**src/rtl/hist_accum.sv**
```systemverilog
// hist_accum: per-cell orientation histogram accumulator.
// Accumulates CELL_N gradient samples into NUM_BIN saturating bins, using a
// hard vote or a linear two-bin soft vote. It then presents the finished cell
// on a held output register with valid/ready handshaking.
//
// Ports:
//   clk, rst          clock, synchronous active-high reset
//   i_valid, i_ready  sample handshake (i_ready is combinational)
//   magnitude         gradient magnitude (MAG_W)
//   code              lower bin index of the angle (CODE_W)
//   frac              interpolation position toward bin code+1 (SOFT=1 only)
//   o_valid, o_ready  histogram handshake
//   bin               histogram, bin 0 in the LSBs
//   o_sat, o_err      a bin saturated / an illegal code was seen in this cell
module hist_accum #(
    parameter int unsigned NUM_BIN = 9,
    parameter int unsigned MAG_W   = 13,
    parameter int unsigned BIN_W   = 20,
    parameter int unsigned FRAC_W  = 4,
    parameter int unsigned CELL_N  = 64,
    parameter int unsigned SOFT    = 0,
    localparam int unsigned CODE_W = $clog2(NUM_BIN)
) (
    input  logic                     clk,
    input  logic                     rst,
    input  logic                     i_valid,
    output logic                     i_ready,
    input  logic [MAG_W-1:0]         magnitude,
    input  logic [CODE_W-1:0]        code,
    input  logic [FRAC_W-1:0]        frac,
    output logic                     o_valid,
    input  logic                     o_ready,
    output logic [BIN_W*NUM_BIN-1:0] bin,
    output logic                     o_sat,
    output logic                     o_err
);

    localparam int unsigned CNT_W = $clog2(CELL_N);
    localparam int unsigned WT_W  = FRAC_W + 1;
    localparam int unsigned MUL_W = MAG_W + WT_W;
    // One extra bit over the wider operand so the raw sum can never wrap.
    localparam int unsigned SUM_W = ((BIN_W > MAG_W) ? BIN_W : MAG_W) + 1;
    localparam logic [SUM_W-1:0] BIN_MAX = SUM_W'({BIN_W{1'b1}});

    logic [CNT_W-1:0]         cnt;
    logic [BIN_W-1:0]         acc     [NUM_BIN];
    logic [BIN_W-1:0]         acc_nxt [NUM_BIN];
    logic                     cell_sat;
    logic                     cell_err;
    logic                     sat_nxt;
    logic                     err_nxt;
    logic                     accept;
    logic                     cnt_first;
    logic                     cnt_last;
    logic                     code_ok;
    logic [CODE_W-1:0]        code_up;
    logic [WT_W-1:0]          wt;
    logic [MUL_W-1:0]         prod;
    logic [MAG_W-1:0]         lo;
    logic [MAG_W-1:0]         hi;
    logic [MAG_W-1:0]         vote_lo;
    logic [MAG_W-1:0]         vote_hi;
    logic [SUM_W-1:0]         base;
    logic [SUM_W-1:0]         add;
    logic [SUM_W-1:0]         sum;
    logic [BIN_W*NUM_BIN-1:0] bin_nxt;

    // Handshake: only the cell-closing sample waits for the output register.
    assign cnt_first = (cnt == '0);
    assign cnt_last  = (cnt == CNT_W'(CELL_N - 1));
    assign i_ready   = !(cnt_last && o_valid && !o_ready);
    assign accept    = i_valid && i_ready;

    // Vote split: lo goes to bin code, hi to the next bin (wrapping to 0).
    assign code_ok = (32'(code) < NUM_BIN);
    assign code_up = (32'(code) == NUM_BIN - 1) ? '0 : code + CODE_W'(1);
    assign wt      = WT_W'(1 << FRAC_W) - WT_W'(frac);
    assign prod    = MUL_W'(magnitude) * MUL_W'(wt);
    assign lo      = MAG_W'(prod >> FRAC_W);
    assign hi      = magnitude - lo;
    assign vote_lo = (SOFT != 0) ? lo : magnitude;
    assign vote_hi = (SOFT != 0) ? hi : '0;

    // Next working bank: clear on the first sample of a cell, then saturating add.
    always_comb begin
        sat_nxt = cnt_first ? 1'b0 : cell_sat;
        err_nxt = (cnt_first ? 1'b0 : cell_err) | !code_ok;
        base    = '0;
        add     = '0;
        sum     = '0;
        bin_nxt = '0;
        for (int b = 0; b < int'(NUM_BIN); b++) begin
            acc_nxt[b] = '0;
            base = cnt_first ? '0 : SUM_W'(acc[b]);
            add  = '0;
            if (code_ok && code == CODE_W'(b))
                add = add + SUM_W'(vote_lo);
            if (code_ok && code_up == CODE_W'(b))
                add = add + SUM_W'(vote_hi);
            sum = base + add;
            if (sum > BIN_MAX) begin
                acc_nxt[b] = BIN_MAX[BIN_W-1:0];
                sat_nxt    = 1'b1;
            end else begin
                acc_nxt[b] = sum[BIN_W-1:0];
            end
            bin_nxt[b*BIN_W +: BIN_W] = acc_nxt[b];
        end
    end

    // Working bank, sample counter and output register.
    always_ff @(posedge clk) begin
        if (rst) begin
            cnt      <= '0;
            cell_sat <= 1'b0;
            cell_err <= 1'b0;
            for (int b = 0; b < int'(NUM_BIN); b++)
                acc[b] <= '0;
            o_valid  <= 1'b0;
            bin      <= '0;
            o_sat    <= 1'b0;
            o_err    <= 1'b0;
        end else begin
            if (accept) begin
                cnt      <= cnt_last ? '0 : cnt + CNT_W'(1);
                acc      <= acc_nxt;
                cell_sat <= sat_nxt;
                cell_err <= err_nxt;
            end
            if (accept && cnt_last) begin
                bin     <= bin_nxt;
                o_sat   <= sat_nxt;
                o_err   <= err_nxt;
                o_valid <= 1'b1;
            end else if (o_ready) begin
                o_valid <= 1'b0;
            end
        end
    end

endmodule

```
**config.mk**
```make
export PLATFORM = sky130hd
export DESIGN_NAME = hist_accum
export DESIGN_NICKNAME = d
export VERILOG_FILES = /design/src/rtl/hist_accum.sv
export SDC_FILE = /design/constraint.sdc
export NUM_CORES = 1
export LEC_CHECK = 0
export CAP_MARGIN = 5
export CORE_MARGIN = 2
export CORE_UTILIZATION = 60
export DETAILED_ROUTE_END_ITERATION = 10
export PLACE_DENSITY = 0.84
export REMOVE_ABC_BUFFERS = 1
export SKIP_LAST_GASP = 1
export SLEW_MARGIN = 0
export SYNTH_ARGS = -nofsm -noshare
export SYNTH_HDL_FRONTEND = slang
export SYNTH_SLANG_ARGS = --single-unit
export TNS_END_PERCENT = 30
```
**constraint.sdc**
```tcl
create_clock -name clk -period 13.5 [get_ports clk]
set_input_delay 2.7 -clock clk [delete_from_list [all_inputs] [get_ports clk]]
set_output_delay 2.7 -clock clk [all_outputs]
set_load 0.005 [all_outputs]
```
==> impl_metrics.csv, run 1 <==
group,metric,value,unit
detailed_routing,drt-vias-per-instance,6.21,
finish,stdcell_area,0.0252,mm²
logic_synthesis,yosysTopAreaCellShare,34.2,%
clock_network,htreeDepth,2,
clock_network,cts_hold_buffers,0,
timing,worst_clock_skew,16.7,ps
logic_synthesis,netlist_area,0.0217,mm²
timing,finalHoldViolations,0,
finish,drive_gt1_share,3.63,%
die,initial_core_util,61.0,%
logic_synthesis,synthesis.yosys.warnings,0,
finish,layout.nets,2997,
timing,max-slew-margin-rel,15.5,%
finish,layout.filler_cells,2848,
clock_network,cts_tree,"built",
setup_path,cp.buffers_inverters,1,
setup_path,crit_path_start_kind,"input port",
timing,finalCritPeriodShare,49.9,%
place,dp.cells,3263,
place,post_dp_cell_area,0.0238,mm²
detailed_routing,via_count,20730,
global_route,track_usage,31.0,%
setup_path,worst-path-max-fanout,19,
die,number_of_i_o_pins,209,
logic_synthesis,postSynthAreaPerCell,7.90,µm²
logic_synthesis,synth_enable_flop_cells,0,
timing,clock.fmax,148,MHz
setup_path,arrival,7200,ps
setup_path,critPathTopFamily,"simple AND/OR/NAND/NOR gates",
die,die_w,194,µm
logic_synthesis,ys_seq_area_share,34.2,%
finish,fin_cells,3337,
logic_synthesis,synth_top_area_cell,"sky130_fd_sc_hd__dfxtp_1",
place,port_buffers,204,
logic_synthesis,synth_cells,2747,
detailed_routing,route.top_layer_used,"met4",
global_route,grt_pass1_wl,98100,µm
detailed_routing,drt-met1-wl,24900,µm
detailed_routing,drt-wirelength-per-cell,18.1,µm
setup_path,worstSetupPathType,"in2reg",
place,detailed_place_hpwl,39700,µm
power_and_ir_drop,peakVddDrop,0.159,mV
clock_network,numClockSinks,371,
setup_path,worstSetupEndpointType,"register",
detailed_routing,dr.first_iter.drc_count,1634,
clock_network,cts_repair_resize_count,0,
die,design.die.area,0.0377,mm²
finish,leading_cell_type_in_the_layout_fill_and_taps_excluded,"sky130_fd_sc_hd__nor2_1",
timing,worst-slew-pin-transition,1260,ps
timing,timing.hold.ws,459,ps
detailed_routing,drt_pass1_iterations,8,
detailed_routing,drt_wl_total,60400,µm
detailed_routing,drt_drc_violations_left,0,
die,fp.dieH,194,µm
setup_path,cp_common_cell,"sky130_fd_sc_hd__nor3_1",
setup_path,list_of_cells_traversed_by_the_critical_path,"clkdlybuf4s50_1, nand2b_1, nor2_1, and2_1, ha_1, fa_1, a21o_1, and4_1, nor3_1, or4_1, nand2_1, nor3_1, and4b_1, a31oi_1",
global_route,grt_antenna_before_repair,5,
setup_path,max_stage_delay,790,ps
clock_network,worstSkewPairLatency,550,ps
detailed_routing,drt.antenna.violating_nets,0,
finish,final_util,70.9,%
die,core_area,0.0356,mm²
logic_synthesis,yosysUniqueCellTypes,72,
hold_path,holdCritPathClass,"reg2reg",
timing,slew_viol_final,0,
clock_network,clock_tree.buffer_depth,3,
power_and_ir_drop,power.density,99.2,mW/mm²
logic_synthesis,ys_async_sr_fraction,0,%
clock_network,cts_root_buf,"sky130_fd_sc_hd__clkbuf_16",
outcome,outcome,"finished, final reports clean",
run,max_cap_viol_count,0,
detailed_routing,met2_wirelength,28200,µm
global_route,first_global_vias,19804,
clock_network,cts_inserted_buffers,40,
die,rows,69,
global_route,grt_max_degree,124,
setup_path,worst_ep_required_time,13960,ps
clock_network,cts_setup_buffers,0,
finish,layout_common_cells,"sky130_fd_sc_hd__nor2_1, sky130_fd_sc_hd__dfxtp_1, sky130_fd_sc_hd__a211oi_1",
timing,timing.final.crit_period,6740,ps
clock_network,cts.clk_slew.worst_paths,60,ps
place,routabilityCongestion,0.925,
timing,rsz0062_at_grt,"false",
logic_synthesis,ys_seq_elements,371,
logic_synthesis,synthTopCellsByArea,"sky130_fd_sc_hd__dfxtp_1, sky130_fd_sc_hd__a211oi_1, sky130_fd_sc_hd__nor2_1",
detailed_routing,met3_length,5070,µm
logic_synthesis,dominantRegCellSynth,"sky130_fd_sc_hd__dfxtp_1",
global_route,grt_overflow_total,0,
timing,setup_viol,0,
power_and_ir_drop,total_leakage_power,9.74,nW
setup_path,critical-path-slowest-cell,"sky130_fd_sc_hd__nor2_1",
finish,areaGrowthSynthToFinish,16.2,%
flip-flops by register name (all words and copies together) (netlist names):
name and count:
o_sat 1, cell_sat 1, bin 180, cnt 6
o_err 1, acc 180, o_valid 1, cell_err 1
tightest hold or removal path: stages, from the launching register on:
cell                      delay [ps]
sky130_fd_sc_hd__dfxtp_1         310
sky130_fd_sc_hd__nand2_1          50
sky130_fd_sc_hd__a21oi_1          50
power by group:
group | switching [W] | total (W) | internal [W] | leakage (nW)
registers | 0.0000130 | 0.00113 | 0.00112 | 3.01
clock network | 0.000447 | 0.00115 | 0.000702 | 0.664
logic | 0.000148 | 0.000219 | 0.0000706 | 6.06
cell families (layout without fill, tap and decap cells):
group / Yosys count / in the layout / share of synthesized area, %
AO/OA/AOI/OAI: 736 / 736 / 23.1
XOR/XNOR: 111 / 111 / 4.48
adder cells (fa/ha/maj): 128 / 128 / 7.69
buffers and inverters: 212 / 332 / 3.82
flip-flops: 371 / 371 / 34.2
multiplexers: 12 / 12 / 0.559
other: 0 / 9 / 0
AND/OR/NAND/NOR: 1177 / 1177 / 26.1
synthesized netlist by cell type, drive strengths merged (25+ instances only):
library cell / number
nand3: 42
a21o: 41
xor2: 43
nand2: 138
nor3: 101
inv: 40
nor2: 505
o21ai: 95
xnor2: 68
clkbuf: 150
and2: 247
dfxtp: 371
a31oi: 25
a311oi: 29
ha: 119
a211oi: 259
a21oi: 150
metal layers:
metal  global-route usage (%)  vias to the layer above
met3                     5.08                      168
met4                     12.9                        0
met5                        0                        -
li1                         -                    10055
met2                     51.4                      795
met1                     40.2                     9712
final cells by class:
| type | instances | area, µm² | area share (%) |
|---|---|---|---|
| Timing Repair Buffer | 227 | 2220 | 8.80 |
| Inverter | 40 | 150 | 0.596 |
| Antenna cell | 9 | 22.5 | 0.0893 |
| Clock buffer | 50 | 1090 | 4.32 |
| Multi-Input combinational cell | 2164 | 13500 | 53.4 |
| Tap cell | 461 | 577 | 2.29 |
| Clock inverter | 15 | 254 | 1.01 |
| Sequential cell | 371 | 7430 | 29.5 |
path summary, 6_finish.rpt:
| path | start | end | slack, ps | cells past startpoint |
|---|---|---|---|---|
| worst min-delay path | bin[158]$_SDFFE_PP0P_ | bin[158]$_SDFFE_PP0P_ | 460 | 2 |
| worst max-delay path | code[3] | cell_sat$_SDFFE_PP0P_ | 6760 | 14 |
| worst min register to register | bin[158]$_SDFFE_PP0P_ | bin[158]$_SDFFE_PP0P_ | 460 | 2 |
| worst max register to register | cnt[0]$_SDFFE_PP0P_ | bin[99]$_SDFFE_PP0P_ | 8260 | 17 |
per-stage QoR:
stage | total power, W | worst slack [ps] | setup TNS, ps
final | 0.00250 | 6760 | 0
after global routing | 0.00258 | 6430 | 0
after CTS | 0.00251 | 6890 | 0
after detailed placement | 0.00137 | 6330 | 0
after global placement | 0.00136 | 6370 | 0
after floorplan | 0.00129 | -1340 | -104850
Power figures use the tool's default switching activity.
==> run 2: changes to the inputs <==
--- a/config.mk
+++ b/config.mk
@@ -7,9 +7,9 @@
 export LEC_CHECK = 0
 export CAP_MARGIN = 5
 export CORE_MARGIN = 2
-export CORE_UTILIZATION = 60
+export CORE_UTILIZATION = 58
 export DETAILED_ROUTE_END_ITERATION = 10
-export PLACE_DENSITY = 0.84
+export PLACE_DENSITY = 0.82
 export REMOVE_ABC_BUFFERS = 1
 export SKIP_LAST_GASP = 1
 export SLEW_MARGIN = 0
==> constraint.sdc (replaced) <==
create_clock -name clk -period 6.6 [get_ports clk]
set_input_delay 1.32 -clock clk [delete_from_list [all_inputs] [get_ports clk]]
set_output_delay 1.32 -clock clk [all_outputs]
set_load 0.005 [all_outputs]
==> run 2 against run 1 <==
Effect of this change:
- first-iteration DRC count down 7.6%
- critical path depth unchanged
- critical path type unchanged
- design area grew 0.36%
- sequential cell count is the same
- final cell count rose by 0.45%
- sequential power rose by 110%
- sequential share of layout area decreased by 0.10 points
- worst setup slack lost 5400 ps
- highest routed layer is now met5
- routed wire length increased by 0.51%
- hold slack worse by 5.3 ps
==> impl_metrics.csv, run 2 (same netlist as run 1, synthesis figures left out) <==
group,metric,value,unit
die,die_w,197,µm
finish,fin_cells,3352,
finish,drive_gt1_share,3.76,%
setup_path,worstSetupEndpointType,"register",
timing,final.setup.tns,0,ps
detailed_routing,drt_wl_total,60700,µm
setup_path,worstSetupPathType,"in2reg",
power_and_ir_drop,total_leakage_power,9.77,nW
clock_network,cts.clk_slew.worst_paths,60,ps
finish,areaGrowthSynthToFinish,16.6,%
outcome,outcome,"finished, final reports clean",
die,rows,70,
finish,layout.nets,3002,
run,max_cap_viol_count,0,
clock_network,clock_tree.buffer_depth,3,
timing,setup_viol,0,
clock_network,htreeDepth,2,
finish,combined_area_of_the_multi_input_logic_cells,0.0135,mm²
global_route,first_global_vias,19264,
finish,layout_common_cells,"sky130_fd_sc_hd__nor2_1, sky130_fd_sc_hd__dfxtp_1, sky130_fd_sc_hd__a211oi_1",
timing,finalCritPeriodShare,78.8,%
finish,leading_cell_type_in_the_layout_fill_and_taps_excluded,"sky130_fd_sc_hd__nor2_1",
clock_network,cts_inserted_buffers,41,
detailed_routing,via_count,20546,
power_and_ir_drop,power.density,201,mW/mm²
timing,slew_viol_final,0,
clock_network,cts_setup_buffers,0,
detailed_routing,dr.first_iter.drc_count,1509,
place,dp.cells,3274,
setup_path,max_stage_delay,560,ps
finish,top_regs,"acc: 180 flops, bin: 180 flops, cnt: 6 flops",
timing,finalWorstSetupSlack,1400,ps
global_route,grt_pass1_wl,97100,µm
setup_path,arrival,5590,ps
clock_network,worstSkewPairLatency,560,ps
setup_path,crit_path_start_kind,"input port",
die,fp.dieH,197,µm
clock_network,cts_hold_buffers,0,
place,detailed_place_hpwl,40000,µm
clock_network,cts_repair_resize_count,0,
place,port_buffers,204,
die,number_of_i_o_pins,209,
finish,seq_area,0.00743,mm²
setup_path,worst-path-max-fanout,15,
timing,worst-slew-pin-transition,1180,ps
power_and_ir_drop,peakVddDrop,0.199,mV
timing,worst_clock_skew,15.9,ps
setup_path,cp.buffers_inverters,2,
setup_path,worst_ep_required_time,6990,ps
detailed_routing,drt_drc_violations_left,0,
die,initial_core_util,59.1,%
setup_path,critPathTopFamily,"simple AND/OR/NAND/NOR gates",
clock_network,cts_tree,"built",
clock_network,numClockSinks,371,
global_route,track_usage,30.5,%
die,core_area,0.0367,mm²
place,routabilityCongestion,0.917,
global_route,grt_overflow_total,0,
die,design.die.area,0.0390,mm²
detailed_routing,drt-vias-per-instance,6.13,
setup_path,critical-path-slowest-cell,"sky130_fd_sc_hd__clkdlybuf4s50_1",
timing,rsz0062_at_grt,"false",
global_route,grt_max_degree,222,
detailed_routing,drt.antenna.violating_nets,0,
setup_path,list_of_cells_traversed_by_the_critical_path,"clkdlybuf4s50_1, nand2b_1, nor3_1, buf_4, and2_1, ha_1, o21ai_0, o21ai_0, a211oi_1, nor2_1, and2_1, nor3_1, and4b_1, a31oi_1",
clock_network,cts_root_buf,"sky130_fd_sc_hd__clkbuf_16",
detailed_routing,drt_pass1_iterations,6,
hold_path,holdCritPathClass,"reg2reg",
timing,timing.final.crit_period,5200,ps
place,dpl_worst_slack,931,ps
timing,finalHoldViolations,0,
timing,clock.fmax,192,MHz
finish,layout.filler_cells,3012,
global_route,grt_antenna_before_repair,7,
timing,max-slew-margin-rel,21.3,%
detailed_routing,drt-wirelength-per-cell,18.1,µm
## run 2: power by group
group,switching (W),internal [W],total [W]
Combinational,0.000305,0.000150,0.000456
Sequential,0.0000267,0.00229,0.00232
Clock,0.000925,0.00139,0.00231
Total,0.00126,0.00383,0.00508
## run 2: per-layer routing
layer | global-route usage, % | part of all wire [%] | vias to the layer above
li1 | - | - | 10055
met1 | 39.6 | 42 | 9574
met2 | 49.9 | 46 | 759
met3 | 5.62 | 8.5 | 156
met4 | 12.9 | 3.7 | 2
met5 | 0 | 0.021 | -
## run 2: final cells by class
type	count	share of cell area (%)
sequential	371	29.4
clock inverter	9	0.584
clock buffer	61	4.67
inverter	40	0.593
antenna	8	0.0791
tap	468	2.31
timing repair buffer	231	9.14
multi-input combinational	2164	53.3
## run 2: final timing paths
check	from	cells past startpoint	endpoint	slack (ps)
max reg2reg	cnt[0]$_SDFFE_PP0P_	15	cell_sat$_SDFFE_PP0P_	1520
max	code[1]	14	cell_sat$_SDFFE_PP0P_	1400
min	bin[159]$_SDFFE_PP0P_	2	bin[159]$_SDFFE_PP0P_	450
min reg2reg	bin[159]$_SDFFE_PP0P_	2	bin[159]$_SDFFE_PP0P_	450
## run 2: tightest hold or removal path, delay by kind of cell (launching register included)
kind               cells  cell delay [ps]
and+or+nand+nor        1               50
DFF                    1              310
AOI/OAI and AO/OA      1               50
## run 2: stage by stage
| stage | power (W) | instance area [µm²] | hold slack, ps | utilization [%] |
|---|---|---|---|---|
| global placement | 0.00279 | 24000 | 445 | 65.3 |
| floorplan | 0.00265 | 21000 | 439 | - |
| finish | 0.00508 | 25300 | 454 | 68.9 |
| detailed placement | 0.00281 | 24000 | 449 | 65.3 |
| CTS | 0.00511 | 25300 | 456 | 68.9 |
| global route | 0.00525 | 25300 | 483 | 68.9 |
